===== src/rtl/rv32m_muldiv.sv =====
// RV32M multiply/divide unit: 32 iterations of a 33-bit add/subtract,
// RISC-V sign and corner-case handling, result held until accepted.
module rv32m_muldiv (
   input  logic        clk,
   input  logic        rst_n,
   input  logic        flush,
   input  logic        in_valid,
   output logic        in_ready,
   input  logic [2:0]  op,
   input  logic [31:0] a,
   input  logic [31:0] b,
   output logic        out_valid,
   input  logic        out_ready,
   output logic [31:0] result
);

   localparam logic [2:0] OpMul    = 3'b000;
   localparam logic [2:0] OpMulh   = 3'b001;
   localparam logic [2:0] OpMulhsu = 3'b010;
   localparam logic [2:0] OpDiv    = 3'b100;
   localparam logic [2:0] OpRem    = 3'b110;

   typedef enum logic [1:0] {StIdle, StCalc, StFix, StDone} state_e;

   state_e      state_q, state_d;
   logic [2:0]  op_q, op_d;
   logic        sign_a_q, sign_a_d, sign_b_q, sign_b_d;
   logic        special_q, special_d;
   logic [31:0] mag_a_q, mag_a_d, mag_b_q, mag_b_d;
   logic [31:0] acc_q, acc_d;          // product high half / partial remainder
   logic [31:0] lo_q, lo_d;            // product low half / quotient
   logic [31:0] spec_val_q, spec_val_d;
   logic [4:0]  cnt_q, cnt_d;
   logic        out_valid_q, out_valid_d;
   logic [31:0] result_q, result_d;

   logic        a_signed, b_signed, in_sign_a, in_sign_b;
   logic [31:0] in_mag_a, in_mag_b;
   logic        div_zero, div_ovf;
   logic [32:0] mul_sum, div_shift, div_trial;
   logic [63:0] prod, prod_neg;
   logic [31:0] quo_fix, rem_fix, fix_val;

   assign in_ready  = (state_q == StIdle) && rst_n;
   assign out_valid = out_valid_q;
   assign result    = result_q;

   // Operand decode: signedness, magnitudes and corner cases for an incoming op
   always_comb begin
      a_signed  = (op == OpMulh) || (op == OpMulhsu) || (op == OpDiv) || (op == OpRem);
      b_signed  = (op == OpMulh) || (op == OpDiv) || (op == OpRem);
      in_sign_a = a_signed && a[31];
      in_sign_b = b_signed && b[31];
      // 0x80000000 negates to itself, which is the correct unsigned magnitude
      in_mag_a  = in_sign_a ? (32'd0 - a) : a;
      in_mag_b  = in_sign_b ? (32'd0 - b) : b;
      div_zero  = op[2] && (b == 32'd0);
      div_ovf   = op[2] && !op[0] && (a == 32'h8000_0000) && (b == 32'hFFFF_FFFF);
   end

   // One iteration of shift-add multiply and restoring divide, plus final fix-up
   always_comb begin
      mul_sum   = {1'b0, acc_q} + (lo_q[0] ? {1'b0, mag_a_q} : 33'd0);
      div_shift = {acc_q, lo_q[31]};
      div_trial = div_shift - {1'b0, mag_b_q};
      prod      = {acc_q, lo_q};
      prod_neg  = (sign_a_q ^ sign_b_q) ? (64'd0 - prod) : prod;
      quo_fix   = (sign_a_q ^ sign_b_q) ? (32'd0 - lo_q) : lo_q;
      rem_fix   = sign_a_q ? (32'd0 - acc_q) : acc_q;
      if (special_q) begin
         fix_val = spec_val_q;
      end else if (!op_q[2]) begin
         fix_val = (op_q == OpMul) ? prod_neg[31:0] : prod_neg[63:32];
      end else begin
         fix_val = op_q[1] ? rem_fix : quo_fix;
      end
   end

   // Next-state logic for the control FSM and datapath registers
   always_comb begin
      state_d     = state_q;
      op_d        = op_q;
      sign_a_d    = sign_a_q;
      sign_b_d    = sign_b_q;
      special_d   = special_q;
      mag_a_d     = mag_a_q;
      mag_b_d     = mag_b_q;
      acc_d       = acc_q;
      lo_d        = lo_q;
      spec_val_d  = spec_val_q;
      cnt_d       = cnt_q;
      out_valid_d = out_valid_q;
      result_d    = result_q;
      unique case (state_q)
         StIdle: begin
            if (in_valid) begin
               op_d       = op;
               sign_a_d   = in_sign_a;
               sign_b_d   = in_sign_b;
               mag_a_d    = in_mag_a;
               mag_b_d    = in_mag_b;
               acc_d      = 32'd0;
               lo_d       = op[2] ? in_mag_a : in_mag_b;
               cnt_d      = 5'd0;
               special_d  = div_zero || div_ovf;
               if (div_zero) begin
                  spec_val_d = op[1] ? a : 32'hFFFF_FFFF;
               end else begin
                  spec_val_d = op[1] ? 32'd0 : 32'h8000_0000;
               end
               state_d    = (div_zero || div_ovf) ? StFix : StCalc;
            end
         end
         StCalc: begin
            if (!op_q[2]) begin
               acc_d = mul_sum[32:1];
               lo_d  = {mul_sum[0], lo_q[31:1]};
            end else if (!div_trial[32]) begin
               acc_d = div_trial[31:0];
               lo_d  = {lo_q[30:0], 1'b1};
            end else begin
               acc_d = div_shift[31:0];
               lo_d  = {lo_q[30:0], 1'b0};
            end
            cnt_d = cnt_q + 5'd1;
            if (cnt_q == 5'd31) begin
               state_d = StFix;
            end
         end
         StFix: begin
            result_d    = fix_val;
            out_valid_d = 1'b1;
            state_d     = StDone;
         end
         StDone: begin
            if (out_ready) begin
               out_valid_d = 1'b0;
               state_d     = StIdle;
            end
         end
         default: state_d = StIdle;
      endcase
      if (flush) begin
         state_d     = StIdle;
         out_valid_d = 1'b0;
         result_d    = 32'd0;
         cnt_d       = 5'd0;
      end
   end

   // State registers with synchronous active-low reset
   always_ff @(posedge clk) begin
      if (!rst_n) begin
         state_q     <= StIdle;
         op_q        <= 3'd0;
         sign_a_q    <= 1'b0;
         sign_b_q    <= 1'b0;
         special_q   <= 1'b0;
         mag_a_q     <= 32'd0;
         mag_b_q     <= 32'd0;
         acc_q       <= 32'd0;
         lo_q        <= 32'd0;
         spec_val_q  <= 32'd0;
         cnt_q       <= 5'd0;
         out_valid_q <= 1'b0;
         result_q    <= 32'd0;
      end else begin
         state_q     <= state_d;
         op_q        <= op_d;
         sign_a_q    <= sign_a_d;
         sign_b_q    <= sign_b_d;
         special_q   <= special_d;
         mag_a_q     <= mag_a_d;
         mag_b_q     <= mag_b_d;
         acc_q       <= acc_d;
         lo_q        <= lo_d;
         spec_val_q  <= spec_val_d;
         cnt_q       <= cnt_d;
         out_valid_q <= out_valid_d;
         result_q    <= result_d;
      end
   end

endmodule


===== config.mk =====
export PLATFORM = sky130hd
export DESIGN_NAME = rv32m_muldiv
export DESIGN_NICKNAME = d
export VERILOG_FILES = /design/src/rtl/rv32m_muldiv.sv
export SDC_FILE = /design/constraint.sdc
export NUM_CORES = 1
export LEC_CHECK = 0
export ABC_CLOCK_PERIOD_IN_PS = 4500
export CORE_MARGIN = 8
export CORE_UTILIZATION = 45
export DETAILED_ROUTE_END_ITERATION = 7
export PLACE_DENSITY = 0.62
export SETUP_SLACK_MARGIN = 0.15
export SLEW_MARGIN = 10
export SYNTH_ARGS = -nofsm -noshare
export SYNTH_HDL_FRONTEND = slang
export SYNTH_SLANG_ARGS = --single-unit

===== constraint.sdc =====
create_clock -name clk -period 4.5 [get_ports clk]
set_input_delay 0.45 -clock clk [delete_from_list [all_inputs] [get_ports clk]]
set_output_delay 0.45 -clock clk [all_outputs]
set_load 0.05 [all_outputs]

==> flow_summary.json <==
{
  "status": "finished, final reports clean",
  "rows": 70,
  "drt_iter0_markers": 2086,
  "synthMuxAreaShare": 0.0399,
  "syn_nets": 2427,
  "grt_max_degree": 87,
  "fp.dieW_um": 209,
  "max-slew-margin-rel": 0.274,
  "grt_util_met1": 0.420,
  "finClkSkew_ns": 0.0201,
  "hold_violations": 0,
  "rsz0062_at_grt": "no",
  "htree_levels": 1,
  "coreArea_um2": 36600,
  "gr-total-overflow": 0,
  "synth_fa_ha_area_frac": 0.0585,
  "p_clk_frac": 0.394,
  "worstSetupPathType": "flip-flop to flip-flop",
  "fin_util": 0.521,
  "maxSlewViolCount": 0,
  "area_growth_pct": 14.1,
  "grt_pass1_wl_um": 106000,
  "pin_count": 106,
  "maxCapViolations": 0,
  "fin_crit_ns": 3.98,
  "power_density_nw_per_um2": 301,
  "num-fill-cells": 3637,
  "dpl_cell_area_um2": 18200,
  "dpl.hpwl_um": 54900,
  "syn_inst": 2278,
  "ys_seq_elements": 206,
  "antenna_found_initial": 1,
  "root_buffer": "clkbuf_16",
  "synth_area_per_cell_um2": 7.34,
  "seq_area_frac_synth": 0.247,
  "syn_area_um2": 16700,
  "hp-class": "flip-flop to flip-flop",
  "routabilityCongestion": 0.987,
  "p_int_mw": 3.80,
  "cts_tree": "yes",
  "worstPathArrival_ns": 4.39,
  "ys_types": 79,
  "grt_pass1_vias": 16761,
  "diodes": 0,
  "cts_made_buffers": 26,
  "endpoint_kind": "flip-flop",
  "required_ns": 4.91,
  "drt.antenna.violating_nets": 0,
  "synth_top_family_by_area": "compound AO/OA/AOI/OAI gates",
  "first_pass_iters": 7,
  "crit_chain": "inv_1 > ha_1 > fa_1 > nor2b_1 > o2111ai_1 > a311oi_2 > o211ai_1 > a31oi_1 > nand2_1 > buf_4 > a32o_1 > a21oi_1 > o21ai_0",
  "dieArea_um2": 43600,
  "start_util": 0.457,
  "wirelength_um": 70300,
  "num_vias": 17730,
  "p_sw_frac": 0.339,
  "leakagePower_nw": 7.35,
  "use_met2": 0.467,
  "cts.clk_slew.worst_paths_ns": 0.06,
  "max_stage_delay_ns": 0.45,
  "ys.flop_type": "dfxtp_1",
  "synthArstFlopShare": 0,
  "switchingPower_mw": 1.95,
  "slowest_stage": "a311oi_2",
  "clkSinkCount": 206,
  "insertion_delay_ns": 0.56,
  "period_share": 0.884,
  "fp.dieH_um": 209,
  "synth_compound_area_frac": 0.272,
  "fmax_ghz": 0.251,
  "wl_per_cell_um": 25.3,
  "combPwrFrac": 0.248,
  "setup-violations-final": 0,
  "cts_setup_buffers": 0,
  "busiest_layer": "met2",
  "vias_per_cell": 6.37,
  "synth-xor-area-share": 0.0974,
  "synth_edf_count": 0,
  "worst_pin_slew_ns": 1.09,
  "ir_drop_v": 0.000464,
  "setup_tns_ns": 0,
  "track_usage": 0.310,
  "crit_fanout": 28,
  "final_nets": 2444,
  "seq_power_share": 0.357,
  "crit_path_start_kind": "flip-flop",
  "route.detailed.drc": 0,
  "drive_gt1_frac": 0.0596,
  "io_buffers": 105,
  "fin_area_um2": 19100,
  "clockBufferDepth": 3,
  "synth-simple-area-share": 0.227,
  "gr-usage-met3": 0.0742,
  "yosysWarnings": 0
}
power groups by stage:
| stage | sequential, mW | clock, mW | combinational, mW |
|---|---|---|---|
| 3_3_place_gp | 2.08 | 0 | 1.38 |
| 3_5_place_dp | 2.08 | 0 | 1.38 |
| 2_1_floorplan | 2.02 | 0 | 0.913 |
| 6_report | 2.05 | 2.27 | 1.43 |
| 5_1_grt | 2.06 | 2.37 | 1.53 |
| 4_1_cts | 2.04 | 2.28 | 1.39 |
cell usage in the layout (no fill, tap or decap), types with 45 or more instances in the layout:
| cell | count |
|---|---|
| a211oi_1 | 83 |
| a21oi_1 | 225 |
| and2_1 | 45 |
| buf_4 | 58 |
| clkdlybuf4s50_1 | 105 |
| dfxtp_1 | 205 |
| ha_1 | 75 |
| inv_1 | 74 |
| mux2i_1 | 60 |
| nand2_1 | 156 |
| nor2_1 | 251 |
| nor2b_1 | 50 |
| nor3_1 | 91 |
| o21ai_0 | 137 |
| xnor2_1 | 106 |
| xor2_1 | 79 |
what timing repair did:
item                       4_1_cts  5_1_grt
hold buffers                     0        0
gates resized for setup          0        1
setup endpoints to repair        0        5
critical path, delay by kind of cell (launching register included):
family | cells | cell delay [ns]
buffers and inverters | 2 | 0.46
adders and majority gates | 2 | 0.61
AOI/OAI and AO/OA | 7 | 1.69
DFF | 1 | 0.43
and+or+nand+nor | 2 | 0.64
flip-flops by register name, indices dropped and copies added, names as in the netlist, 2 cells and up:
name	count
acc_q	32
cnt_q	5
lo_q	32
mag_a_q	32
mag_b_q	32
op_q	3
result	32
spec_val_q	32
state_q	2
Yosys cell counts, types with 24 or more instances:
library cell | n | area, um2
nor3_1 | 91 | 455
inv_1 | 75 | 282
dfxtp_1 | 206 | 4120
a21o_1 | 30 | 225
clkbuf_1 | 148 | 556
nor2_1 | 252 | 946
o21ai_0 | 138 | 691
a211oi_1 | 83 | 623
xnor2_1 | 106 | 928
nor2b_1 | 50 | 313
nor4_1 | 24 | 150
mux2i_1 | 60 | 601
ha_1 | 75 | 938
nand3_1 | 36 | 180
nand2_1 | 157 | 589
o31ai_1 | 24 | 180
a31oi_1 | 26 | 163
a21oi_1 | 225 | 1130
and2_1 | 46 | 288
xor2_1 | 80 | 701
cells by family (layout without fill, tap and decap cells):
| group | after synthesis | in the layout |
|---|---|---|
| XOR/XNOR | 186 | 186 |
| AND/OR/NAND/NOR | 778 | 778 |
| adder cells (fa/ha/maj) | 77 | 77 |
| flip-flops | 206 | 206 |
| buffers and inverters | 253 | 290 |
| multiplexers | 66 | 66 |
| AO/OA/AOI/OAI | 712 | 712 |
per-stage QoR:
step	hold WS (ns)	std cells	worst slack (ns)	total power, mW
2_1_floorplan	0.430	2278	1.10	2.93
3_3_place_gp	0.460	2735	0.560	3.46
3_5_place_dp	0.461	2735	0.456	3.46
4_1_cts	0.476	2783	0.430	5.71
5_1_grt	0.484	2783	0.269	5.96
6_report	0.471	2783	0.522	5.74
final timing paths:
kind	startpoint	end	slack, ns	depth (start not counted)
max	lo_q[31]$_SDFFE_PN0P_	acc_q[20]$_SDFFE_PN0P_	0.52	13
min	result[14]$_SDFFE_PP0P_	result[14]$_SDFFE_PP0P_	0.47	2
max reg2reg	lo_q[31]$_SDFFE_PN0P_	acc_q[20]$_SDFFE_PN0P_	0.52	13
min reg2reg	result[14]$_SDFFE_PP0P_	result[14]$_SDFFE_PP0P_	0.47	2
area by class of cell:
type                            instances  area [um2]  share of cell area
Multi-Input combinational cell       1819       11700               0.611
Sequential cell                       206        4130               0.216
Timing Repair Buffer                  163        1490              0.0779
Clock buffer                           32         724              0.0379
Tap cell                              468         586              0.0307
Inverter                               79         298              0.0156
Clock inverter                         16         203              0.0106
metal layers:
metal	share of wire	routed length, um
met1	0.43	30600
met2	0.42	29800
met3	0.098	6860
met4	0.043	3010
met5	0.00018	13
Power figures use the tool's default switching activity.
